**src/rtl/spi_cmd_sender.sv**
```systemverilog
// spi_cmd_sender
//   SPI mode-0 initiator. Loads a parallel MSB-aligned word and shifts the
//   first i_len bits out on csb/sclk/mosi, MSB first. All SPI outputs come
//   straight from flops.
//
// Parameters
//   DATA_W   : shift register width, maximum bits per transaction (<= 127)
//   HALF_DIV : SCLK half-period in i_clk cycles (1..255)
//
// Ports
//   i_clk      : system clock
//   i_reset_n  : asynchronous active-low reset
//   i_start    : request, taken on a posedge where i_start & o_ready
//   i_len      : bits to send, clamped to DATA_W
//   i_data     : payload, bit DATA_W-1 sent first
//   o_ready    : a start can be accepted this cycle
//   o_busy     : transaction in progress (FSM not idle)
//   o_done     : one-cycle completion pulse
//   o_csb      : chip select, active low
//   o_sclk     : SPI clock, idles low
//   o_mosi     : SPI data out
//
// Build option
//   SPI_CMD_SENDER_QUEUE_EN : adds a 2-entry {len, data} FIFO in front of
//   the FSM so starts are accepted while a transfer is running.
module spi_cmd_sender #(
  parameter int DATA_W   = 80,
  parameter int HALF_DIV = 2
) (
  input  logic              i_clk,
  input  logic              i_reset_n,
  input  logic              i_start,
  input  logic [6:0]        i_len,
  input  logic [DATA_W-1:0] i_data,
  output logic              o_ready,
  output logic              o_busy,
  output logic              o_done,
  output logic              o_csb,
  output logic              o_sclk,
  output logic              o_mosi
);

  typedef enum logic [2:0] {
    ST_IDLE,
    ST_SETUP,
    ST_HIGH,
    ST_LOW,
    ST_HOLD,
    ST_GAP,
    ST_DONE
  } state_t;

  localparam logic [7:0] HALF_LAST = 8'(HALF_DIV - 1);
  localparam logic [6:0] LEN_MAX   = 7'(DATA_W);

  state_t              state_q, state_d;
  logic [7:0]          half_q, half_d;
  logic [6:0]          bits_q, bits_d;
  logic [DATA_W-1:0]   shift_q, shift_d;
  logic                csb_q, csb_d;
  logic                sclk_q, sclk_d;
  logic                mosi_q, mosi_d;
  logic                done_q, done_d;
  logic                busy_q, busy_d;
  logic                ready_q, ready_d;

  logic                go;
  logic [6:0]          go_len;
  logic [DATA_W-1:0]   go_data;
  logic [6:0]          len_clamp;
  logic                half_end;
  logic [DATA_W-1:0]   shift_nx;

`ifdef SPI_CMD_SENDER_QUEUE_EN
  logic [6:0]          len_mem  [2];
  logic [DATA_W-1:0]   data_mem [2];
  logic                wr_ptr_q, wr_ptr_d;
  logic                rd_ptr_q, rd_ptr_d;
  logic [1:0]          cnt_q, cnt_d;
  logic                push;
  logic                pop;

  always_comb begin
    push     = i_start & ready_q;
    pop      = (state_q == ST_IDLE) && (cnt_q != 2'd0);
    go       = pop;
    go_len   = len_mem[rd_ptr_q];
    go_data  = data_mem[rd_ptr_q];
    wr_ptr_d = wr_ptr_q ^ push;
    rd_ptr_d = rd_ptr_q ^ pop;
    cnt_d    = cnt_q + {1'b0, push} - {1'b0, pop};
  end

  always_ff @(posedge i_clk or negedge i_reset_n) begin
    if (!i_reset_n) begin
      wr_ptr_q <= 1'b0;
      rd_ptr_q <= 1'b0;
      cnt_q    <= 2'd0;
    end else begin
      wr_ptr_q <= wr_ptr_d;
      rd_ptr_q <= rd_ptr_d;
      cnt_q    <= cnt_d;
    end
  end

  always_ff @(posedge i_clk) begin
    if (push) begin
      len_mem[wr_ptr_q]  <= i_len;
      data_mem[wr_ptr_q] <= i_data;
    end
  end
`else
  always_comb begin
    go      = i_start & ready_q;
    go_len  = i_len;
    go_data = i_data;
  end
`endif

  always_comb begin
    state_d   = state_q;
    half_d    = half_q;
    bits_d    = bits_q;
    shift_d   = shift_q;
    csb_d     = csb_q;
    sclk_d    = sclk_q;
    mosi_d    = mosi_q;
    done_d    = 1'b0;
    len_clamp = (go_len > LEN_MAX) ? LEN_MAX : go_len;
    half_end  = (half_q == HALF_LAST);
    shift_nx  = shift_q << 1;

    // Timed states run the half-period counter; it wraps exactly when the
    // state is left, so every state visit starts from zero.
    if (state_q != ST_IDLE && state_q != ST_DONE) begin
      half_d = half_end ? 8'd0 : half_q + 8'd1;
    end

    case (state_q)
      ST_IDLE: begin
        if (go) begin
          if (len_clamp == 7'd0) begin
            state_d = ST_DONE;
            done_d  = 1'b1;
          end else begin
            state_d = ST_SETUP;
            shift_d = go_data;
            bits_d  = len_clamp;
            csb_d   = 1'b0;
            sclk_d  = 1'b0;
            mosi_d  = go_data[DATA_W-1];
          end
        end
      end
      ST_SETUP: begin
        if (half_end) begin
          state_d = ST_HIGH;
          sclk_d  = 1'b1;
        end
      end
      ST_HIGH: begin
        if (half_end) begin
          sclk_d = 1'b0;
          // Next bit goes out on the falling edge, giving the peripheral a
          // full half-period of setup before the following rising edge.
          if (bits_q > 7'd1) begin
            state_d = ST_LOW;
            shift_d = shift_nx;
            mosi_d  = shift_nx[DATA_W-1];
            bits_d  = bits_q - 7'd1;
          end else begin
            state_d = ST_HOLD;
          end
        end
      end
      ST_LOW: begin
        if (half_end) begin
          state_d = ST_HIGH;
          sclk_d  = 1'b1;
        end
      end
      ST_HOLD: begin
        if (half_end) begin
          state_d = ST_GAP;
          csb_d   = 1'b1;
          mosi_d  = 1'b0;
        end
      end
      ST_GAP: begin
        if (half_end) begin
          state_d = ST_DONE;
          done_d  = 1'b1;
        end
      end
      ST_DONE: begin
        state_d = ST_IDLE;
      end
      default: begin
        state_d = ST_IDLE;
        csb_d   = 1'b1;
        sclk_d  = 1'b0;
        mosi_d  = 1'b0;
      end
    endcase

    busy_d = (state_d != ST_IDLE);
`ifdef SPI_CMD_SENDER_QUEUE_EN
    // Full FIFO can still take a push when the FSM will pop in that cycle.
    ready_d = (cnt_d != 2'd2) || (state_d == ST_IDLE);
`else
    ready_d = ~busy_d;
`endif
  end

  always_ff @(posedge i_clk or negedge i_reset_n) begin
    if (!i_reset_n) begin
      state_q <= ST_IDLE;
      half_q  <= 8'd0;
      bits_q  <= 7'd0;
      csb_q   <= 1'b1;
      sclk_q  <= 1'b0;
      mosi_q  <= 1'b0;
      done_q  <= 1'b0;
      busy_q  <= 1'b0;
      ready_q <= 1'b0;
    end else begin
      state_q <= state_d;
      half_q  <= half_d;
      bits_q  <= bits_d;
      csb_q   <= csb_d;
      sclk_q  <= sclk_d;
      mosi_q  <= mosi_d;
      done_q  <= done_d;
      busy_q  <= busy_d;
      ready_q <= ready_d;
    end
  end

  always_ff @(posedge i_clk) begin
    shift_q <= shift_d;
  end

  assign o_ready = ready_q;
  assign o_busy  = busy_q;
  assign o_done  = done_q;
  assign o_csb   = csb_q;
  assign o_sclk  = sclk_q;
  assign o_mosi  = mosi_q;

endmodule

```
**config.mk**
```make
export PLATFORM = sky130hd
export DESIGN_NAME = spi_cmd_sender
export DESIGN_NICKNAME = d
export VERILOG_FILES = /design/src/rtl/spi_cmd_sender.sv
export SDC_FILE = /design/constraint.sdc
export NUM_CORES = 1
export LEC_CHECK = 0
export ABC_CLOCK_PERIOD_IN_PS = 3500
export CAP_MARGIN = 10
export CORE_MARGIN = 10
export CORE_UTILIZATION = 30
export DETAILED_ROUTE_END_ITERATION = 8
export PLACE_DENSITY = 0.55
export SLEW_MARGIN = 40
export SYNTH_ARGS = -nofsm -noshare
export SYNTH_HDL_FRONTEND = slang
export SYNTH_SLANG_ARGS = --single-unit
```
**constraint.sdc**
```tcl
create_clock -name i_clk -period 3.5 [get_ports i_clk]
set_input_delay 0.7 -clock i_clk [delete_from_list [all_inputs] [get_ports i_clk]]
set_output_delay 0.7 -clock i_clk [all_outputs]
set_load 0.01 [all_outputs]
```
==> summary.md, run 1 <==
| Metric | Value |
|---|---|
| Clk_lat worst skew | 0.35 ns |
| Starting Density | 30.4% |
| Area share of the largest cell type after synthesis | 49.5% |
| Layout cells sized above 1 | 6.76% |
| Final Hold Fails | 0 |
| #FFs+latches synth | 103 |
| Cell taking the most area after synthesis | edfxtp_1 |
| Post-CTS resize count | 0 |
| Iter 0 DRT Violations | 268 |
| Die height | 146 µm |
| PwrDens | 406 mW/mm² |
| Final Max Tran Viols | 0 |
| I/O pins | 96 |
| Mapped Avg Cell Area | 9.88 µm² |
| Min Clock Period, post-route | 2.50 ns |
| ANT cells | 0 |
| Clk buf depth | 2 |
| Number of global-route vias before repair | 3620 |
| Placer Congestion | 0.795 |
| Yosys cell types | 53 |
| CP Max Fanout | 46 |
| Worst Hold Class | reg2reg |
| Worst-margin pin slew | 0.756 ns |
| Leakage | 0.00249 µW |
| Period Utilization, post-route | 71.5% |
| Core area | 0.0158 mm² |
| Critical Path Source Type | flip-flop |
| Post-synth EDFFs | 79 |
| Status | complete, no violations |
| Sequential fraction of the synthesis area | 62.0% |
| Max Cap Viol | 0 |
| Port Buffers | 95 |
| Via density | 4.50 |
| Kind of critical path | reg2reg |
| Largest net degree at the start of global routing | 91 |
| Die W | 146 µm |
| WP data required | 3.53 ns |
| Crit path DAT | 2.53 ns |
| Mean routed wirelength per cell | 13.4 µm |
| H-tree depth | 3 |
| Total CTS buffers | 9 |
| First-pass GRT wire length | 17800 µm |
| DPL Wire Length | 7440 µm |
| Syn-to-layout area delta | 31.6% |
| Worst hold margin | 0.493 ns |
| Routed via count | 3565 |
| Clock-pin slew on the worst setup and hold paths | 0.07 ns |
| Detail Route Antenna Nets | 0 |
| WL final | 10600 µm |
| FFs w/ async S/R, synth | 23.3% |
| Count leader, synth | nand2_1 |
| Slowest CP cell | o32ai_4 |
| Post-synth top flop | edfxtp_1 |
| Post-CTS Hold Buffers | 0 |
| Synth Cell Area | 0.00479 mm² |
| Peak supply drop | 0.281 mV |
| Final Setup Violations | 0 |
| Initial antenna violation count | 0 |
| Unrepaired setup endpoints after global routing | no |
| Area of the die | 0.0214 mm² |
| Setup Buffers After CTS | 0 |
| Worst path cell trace | nor4_2 -> nand3_2 -> o32ai_4 -> buf_12 |
| Max-slew headroom | 49.6% |
| # DRC | 0 |
| Post-synthesis net count | 579 |
| Mapped Cells | 485 |
| Synth cell count leaders | nand2_1, edfxtp_1, dfrtp_1, nor2_1 |
| Skew final | 0.00853 ns |
| CTS tree | done |
| Root buf cell | clkbuf_16 |
| PnR Total Power | 2560 µW |
| GR Overflow Total | 0 |
| GRT Util Overall | 10.2% |
| # rows | 46 |
| Fmax | 399 MHz |
| Worst path max stage delay | 0.74 ns |
| Sink Count | 103 |
| Top cells by area, synth | edfxtp_1, nand2_1, dfrtp_1 |
| Nets | 666 |
| Worst setup EP type | flip-flop |
| DR pass1 iterations | 4 |
| TNS Setup | 0 ns |
| Core Util, Final | 40.0% |
| Synthesis warning total | 0 |
## critical path, delay by kind of cell, from the launching register on
kind                   cells  cell delay, ns
buffers and inverters      1            0.33
and+or+nand+nor            2            0.65
DFF                        1            0.42
AOI/OAI and AO/OA          1            0.74
## metrics by stage
step	setup WS (ns)	cell area (µm²)	instances
detailed placement	0.682	5980	777
global placement	0.707	5980	777
global route	0.808	6310	793
floorplan	1.21	4790	485
finish	0.996	6310	793
CTS	0.971	6300	793
## logic make-up after synthesis
family | synth area share, %
compound gates | 7.39
xor+xnor | 0.731
fa+ha+maj | 1.04
buf+inv | 2.95
flops | 62.0
mux | 0.653
simple gates | 25.2
## routing by layer
| layer | wire, µm | track usage [%] |
|---|---|---|
| met5 | 0 | 0 |
| met4 | 276 | 5.46 |
| met3 | 452 | 2.66 |
| met2 | 5170 | 16.4 |
| met1 | 4700 | 12.2 |
## where the power goes
| part | switching [µW] | internal [µW] |
|---|---|---|
| Sequential | 0 | 1320 |
| Clock | 437 | 646 |
| Combinational | 53.9 | 109 |
| Total | 491 | 2070 |
## sequential cells by signal, indices dropped and copies added, names as in the netlist
| name | cells |
|---|---|
| o_done | 1 |
| o_sclk | 1 |
| state_q | 3 |
| o_busy | 1 |
| o_csb | 1 |
| shift_q | 79 |
| half_q | 8 |
| o_ready | 1 |
| bits_q | 7 |
| o_mosi | 1 |
## cell usage in the layout (no fill, tap or decap), types with 3 or more instances in the layout
cell type	n
nand2_1	248
clkdlybuf4s50_1	95
edfxtp_1	79
dfrtp_1	23
nor2_1	14
a21oi_1	9
clkbuf_16	9
inv_1	6
o21ai_0	5
nor3_1	5
a21oi_2	4
nand3_1	4
a31oi_1	4
ha_1	4
nor2b_1	3
o21ai_1	3
buf_12	3
## final cells by class
class | count | area (µm²)
timing repair buffer | 100 | 1030
tap | 216 | 270
multi-input combinational | 352 | 1690
sequential | 103 | 2970
clock inverter | 5 | 81.3
fill | 1581 | 9460
clock buffer | 11 | 243
inverter | 6 | 22.5
## worst paths after layout
path / endpoint / depth (start not counted) / slack (ns) / from
min in group asynchronous: bits_q[0] / 2 / 0.71 / i_reset_n
max in group asynchronous: o_csb / 2 / 2.49 / i_reset_n
max: shift_q[65] / 4 / 1.0 / half_q[4]
min reg2reg: half_q[7] / 1 / 0.49 / half_q[7]
min: half_q[7] / 1 / 0.49 / half_q[7]
max reg2reg: shift_q[65] / 4 / 1.0 / half_q[4]
(Power assumes the default switching activity.)
==> run 2: changes to the inputs <==
--- a/config.mk
+++ b/config.mk
@@ -5,12 +5,12 @@
 export SDC_FILE = /design/constraint.sdc
 export NUM_CORES = 1
 export LEC_CHECK = 0
-export ABC_CLOCK_PERIOD_IN_PS = 3500
+export ABC_CLOCK_PERIOD_IN_PS = 2100
 export CAP_MARGIN = 10
 export CORE_MARGIN = 10
 export CORE_UTILIZATION = 30
 export DETAILED_ROUTE_END_ITERATION = 8
-export PLACE_DENSITY = 0.55
+export PLACE_DENSITY = 0.57
 export SLEW_MARGIN = 40
 export SYNTH_ARGS = -nofsm -noshare
 export SYNTH_HDL_FRONTEND = slang
==> constraint.sdc (replaced) <==
create_clock -name i_clk -period 2.1 [get_ports i_clk]
set_input_delay 0.42 -clock i_clk [delete_from_list [all_inputs] [get_ports i_clk]]
set_output_delay 0.42 -clock i_clk [all_outputs]
set_load 0.01 [all_outputs]
==> summary.md, run 2 (synthesis gave the netlist of run 1 again) <==
| Metric | Value |
|---|---|
| Status | complete, no violations |
| Unrepaired setup endpoints after global routing | no |
| Worst Path Buf+Inv | 3 (+2) |
| Max-slew headroom | 75.1% (+25 points) |
| Final Max Tran Viols | 0 (unchanged) |
| Layout cells sized above 1 | 10.1% (+3.4 points) |
| Most frequent cells in the layout | nand2_1, clkdlybuf4s50_1, edfxtp_1, dfrtp_1, buf_4 |
| WP data required | 2.33 ns (-1.20 ns) |
| Final Setup Violations | 0 (unchanged) |
| CP Max Fanout | 13 (-72%) |
| Worst path cell trace | inv_1 -> ha_1 -> o211a_2 -> o32ai_4 -> buf_6 -> buf_12 -> o21ai_1 -> a22o_1 |
| Core area | 0.0158 mm² (unchanged) |
| Largest net degree at the start of global routing | 91 (unchanged) |
| Routed via count | 3635 (+2.0%) |
| Iter 0 DRT Violations | 210 (-22%) |
| GR Overflow Total | 0 (unchanged) |
| Sequential share of power | 55.4% (+4.0 points) |
| Worst setup EP type | flip-flop |
| # rows | 46 (unchanged) |
| Worst Hold Class | in2async |
| Port Buffers | 95 (unchanged) |
| Max Cap Viol | 0 (unchanged) |
| Internal Power | 3180 µW (+53%) |
| H-tree depth | 3 (unchanged) |
| Detail Route Antenna Nets | 0 (unchanged) |
| Nets | 692 (+3.9%) |
| WL final | 11100 µm (+4.5%) |
| Most common cell after layout, fill and taps aside | nand2_1 |
| # DRC | 0 (unchanged) |
| Initial antenna violation count | 0 (unchanged) |
| Reg with most FFs | shift_q |
| Total CTS buffers | 9 (unchanged) |
| Peak supply drop | 0.358 mV (+27%) |
| Starting Density | 30.4% (unchanged) |
| Dpl cells | 799 (+2.8%) |
| Combinational power share | 7.1% (+0.7 points) |
| Critical Path Source Type | flip-flop |
| Sw frac | 19.9% (+0.74 points) |
| CTS tree | done |
| Worst-margin pin slew | 0.369 ns (-0.387 ns) |
| Regs by FF count | shift_q: 79 flops, half_q: 8 flops, bits_q: 7 flops |
| Period Utilization, post-route | 92.1% (+21 points) |
| Area of the die | 0.0214 mm² (unchanged) |
| DPL Wire Length | 7740 µm (+4.1%) |
| Slowest CP cell | dfrtp_1 |
| GRT Util Overall | 10.3% (+0.066 points) |
| Largest register FFs | 79 (unchanged) |
| Min Clock Period, post-route | 1.93 ns (-0.569 ns) |
| Clk_lat worst skew | 0.34 ns (about the same) |
| Fillers | 1628 (+3.0%) |
| TNS Setup | 0 ns (unchanged) |
| I/O pins | 96 (unchanged) |
| Final Hold Fails | 0 (unchanged) |
| Syn-to-layout area delta | 35.9% |
| DR pass1 iterations | 4 (unchanged) |
| ANT cells | 0 (unchanged) |
| Clock share of power | 37.6% (-4.7 points) |
| Mean routed wirelength per cell | 13.5 µm (+1.2%) |
| Kind of critical path | reg2reg |
| Die height | 146 µm (unchanged) |
| PwrDens | 609 mW/mm² (+50%) |
| Root buf cell | clkbuf_16 |
| Crit path DAT | 2.17 ns (-0.36 ns) |
| First-pass GRT wire length | 18100 µm (+1.5%) |
| Placer Congestion | 0.808 (+1.6%) |
| Leakage | 0.00264 µW (+6.3%) |
| Psw | 789 µW (+61%) |
| Via density | 4.44 (-1.3%) |
| Die W | 146 µm (unchanged) |
| Number of global-route vias before repair | 3701 (+2.2%) |
| Worst path max stage delay | 0.40 ns (-0.34 ns) |
| Final Non-Filler Cells | 819 (+3.3%) |
| Clk buf depth | 2 (unchanged) |
| Sink Count | 103 (unchanged) |
| Skew final | 0.00885 ns (+0.000314 ns) |
| Fmax | 517 MHz (+29%) |
| CP delay by family, top | compound AO/OA/AOI/OAI gates |
| Clock-pin slew on the worst setup and hold paths | 0.07 ns (about the same) |
[run 2: changes by cell type in the layout (fill, tap and decap cells not counted), moves of 2 or more]
cell	delta
buf_12	+2
buf_4	+21
bufinv_16	-2
clkdlybuf4s50_1	-4
clkinv_1	+3
dlymetal6s2s_1	+4
[run 2: stage by stage]
step | util [%] | power (µW) | setup slack [ns] | hold slack [ns] | cell area [µm²]
after global routing | 41.3 | 4140 | 0.0337 | 0.493 | 6510
after CTS | 41.0 | 4030 | 0.0224 | 0.463 | 6460
final | 41.3 | 3970 | 0.165 | 0.460 | 6510
after floorplan | - | 2310 | 0.0405 | 0.124 | 4800
after detailed placement | 39.2 | 2520 | -0.321 | 0.483 | 6180
after global placement | 39.2 | 2520 | -0.291 | 0.476 | 6180
[run 2: area by class of cell]
type                            count  area, µm²  area share, %
Inverter                            6       22.5          0.346
Tap cell                          216        270           4.15
Timing Repair Buffer              126       1300           20.0
Sequential cell                   103       2970           45.7
Multi-Input combinational cell    352       1690           25.9
Clock buffer                       11        233           3.57
Clock inverter                      5       25.0          0.384
[run 2: metal layers]
| metal | track usage (%) | routed length (µm) | vias to the layer above |
|---|---|---|---|
| met5 | 0 | 0 | - |
| met4 | 4.05 | 176 | 0 |
| met3 | 2.84 | 514 | 12 |
| met2 | 16.4 | 5310 | 79 |
| met1 | 12.9 | 5070 | 1681 |
| li1 | - | - | 1863 |
[run 2: timing repair]
item	CTS	global route
resized for setup	0	8
setup endpoints to repair	42	85
endpoints found under the hold margin	0	0
cloned	0	1
setup buffers	3	0
hold buffers	0	0
pin swaps	1	3
[run 2: worst register-to-register path, stage by stage (launching register included)]
cell and delay, ns:
dfrtp_1 0.40, inv_1 0.08, ha_1 0.18, o211a_2 0.29, o32ai_4 0.29, buf_6 0.17, buf_12 0.13, o21ai_1 0.07
a22o_1 0.23
[run 2: power groups by stage]
| stage | registers, µW | clock network (µW) | logic, µW |
|---|---|---|---|
| after CTS | 2190 | 1550 | 287 |
| after detailed placement | 2240 | 0 | 285 |
| after global placement | 2240 | 0 | 283 |
| after global routing | 2190 | 1630 | 311 |
| after floorplan | 2240 | 0 | 71.2 |
| final | 2190 | 1490 | 280 |
[run 2: worst paths after layout]
path                       startpoint   endpoint  slack (ns)  cells after the start
setup / recovery            bits_q[1]  bits_q[3]        0.17                      8
hold / removal              i_reset_n  bits_q[0]        0.46                      2
setup reg to reg            bits_q[1]  bits_q[3]        0.17                      8
hold reg to reg             half_q[7]  half_q[7]        0.49                      1
max in group asynchronous   i_reset_n      o_csb        1.34                      2
min in group i_clk          half_q[7]  half_q[7]        0.49                      1
==> run 3: changes to the inputs <==
--- a/config.mk
+++ b/config.mk
@@ -5,13 +5,13 @@
 export SDC_FILE = /design/constraint.sdc
 export NUM_CORES = 1
 export LEC_CHECK = 0
+export ABC_AREA = 0
 export ABC_CLOCK_PERIOD_IN_PS = 2100
 export CAP_MARGIN = 10
 export CORE_MARGIN = 10
 export CORE_UTILIZATION = 30
 export DETAILED_ROUTE_END_ITERATION = 8
 export PLACE_DENSITY = 0.57
-export SLEW_MARGIN = 40
 export SYNTH_ARGS = -nofsm -noshare
 export SYNTH_HDL_FRONTEND = slang
 export SYNTH_SLANG_ARGS = --single-unit
==> results of run 3 <==
Same layout as run 2: the final DEF is identical, and so are final timing and power.
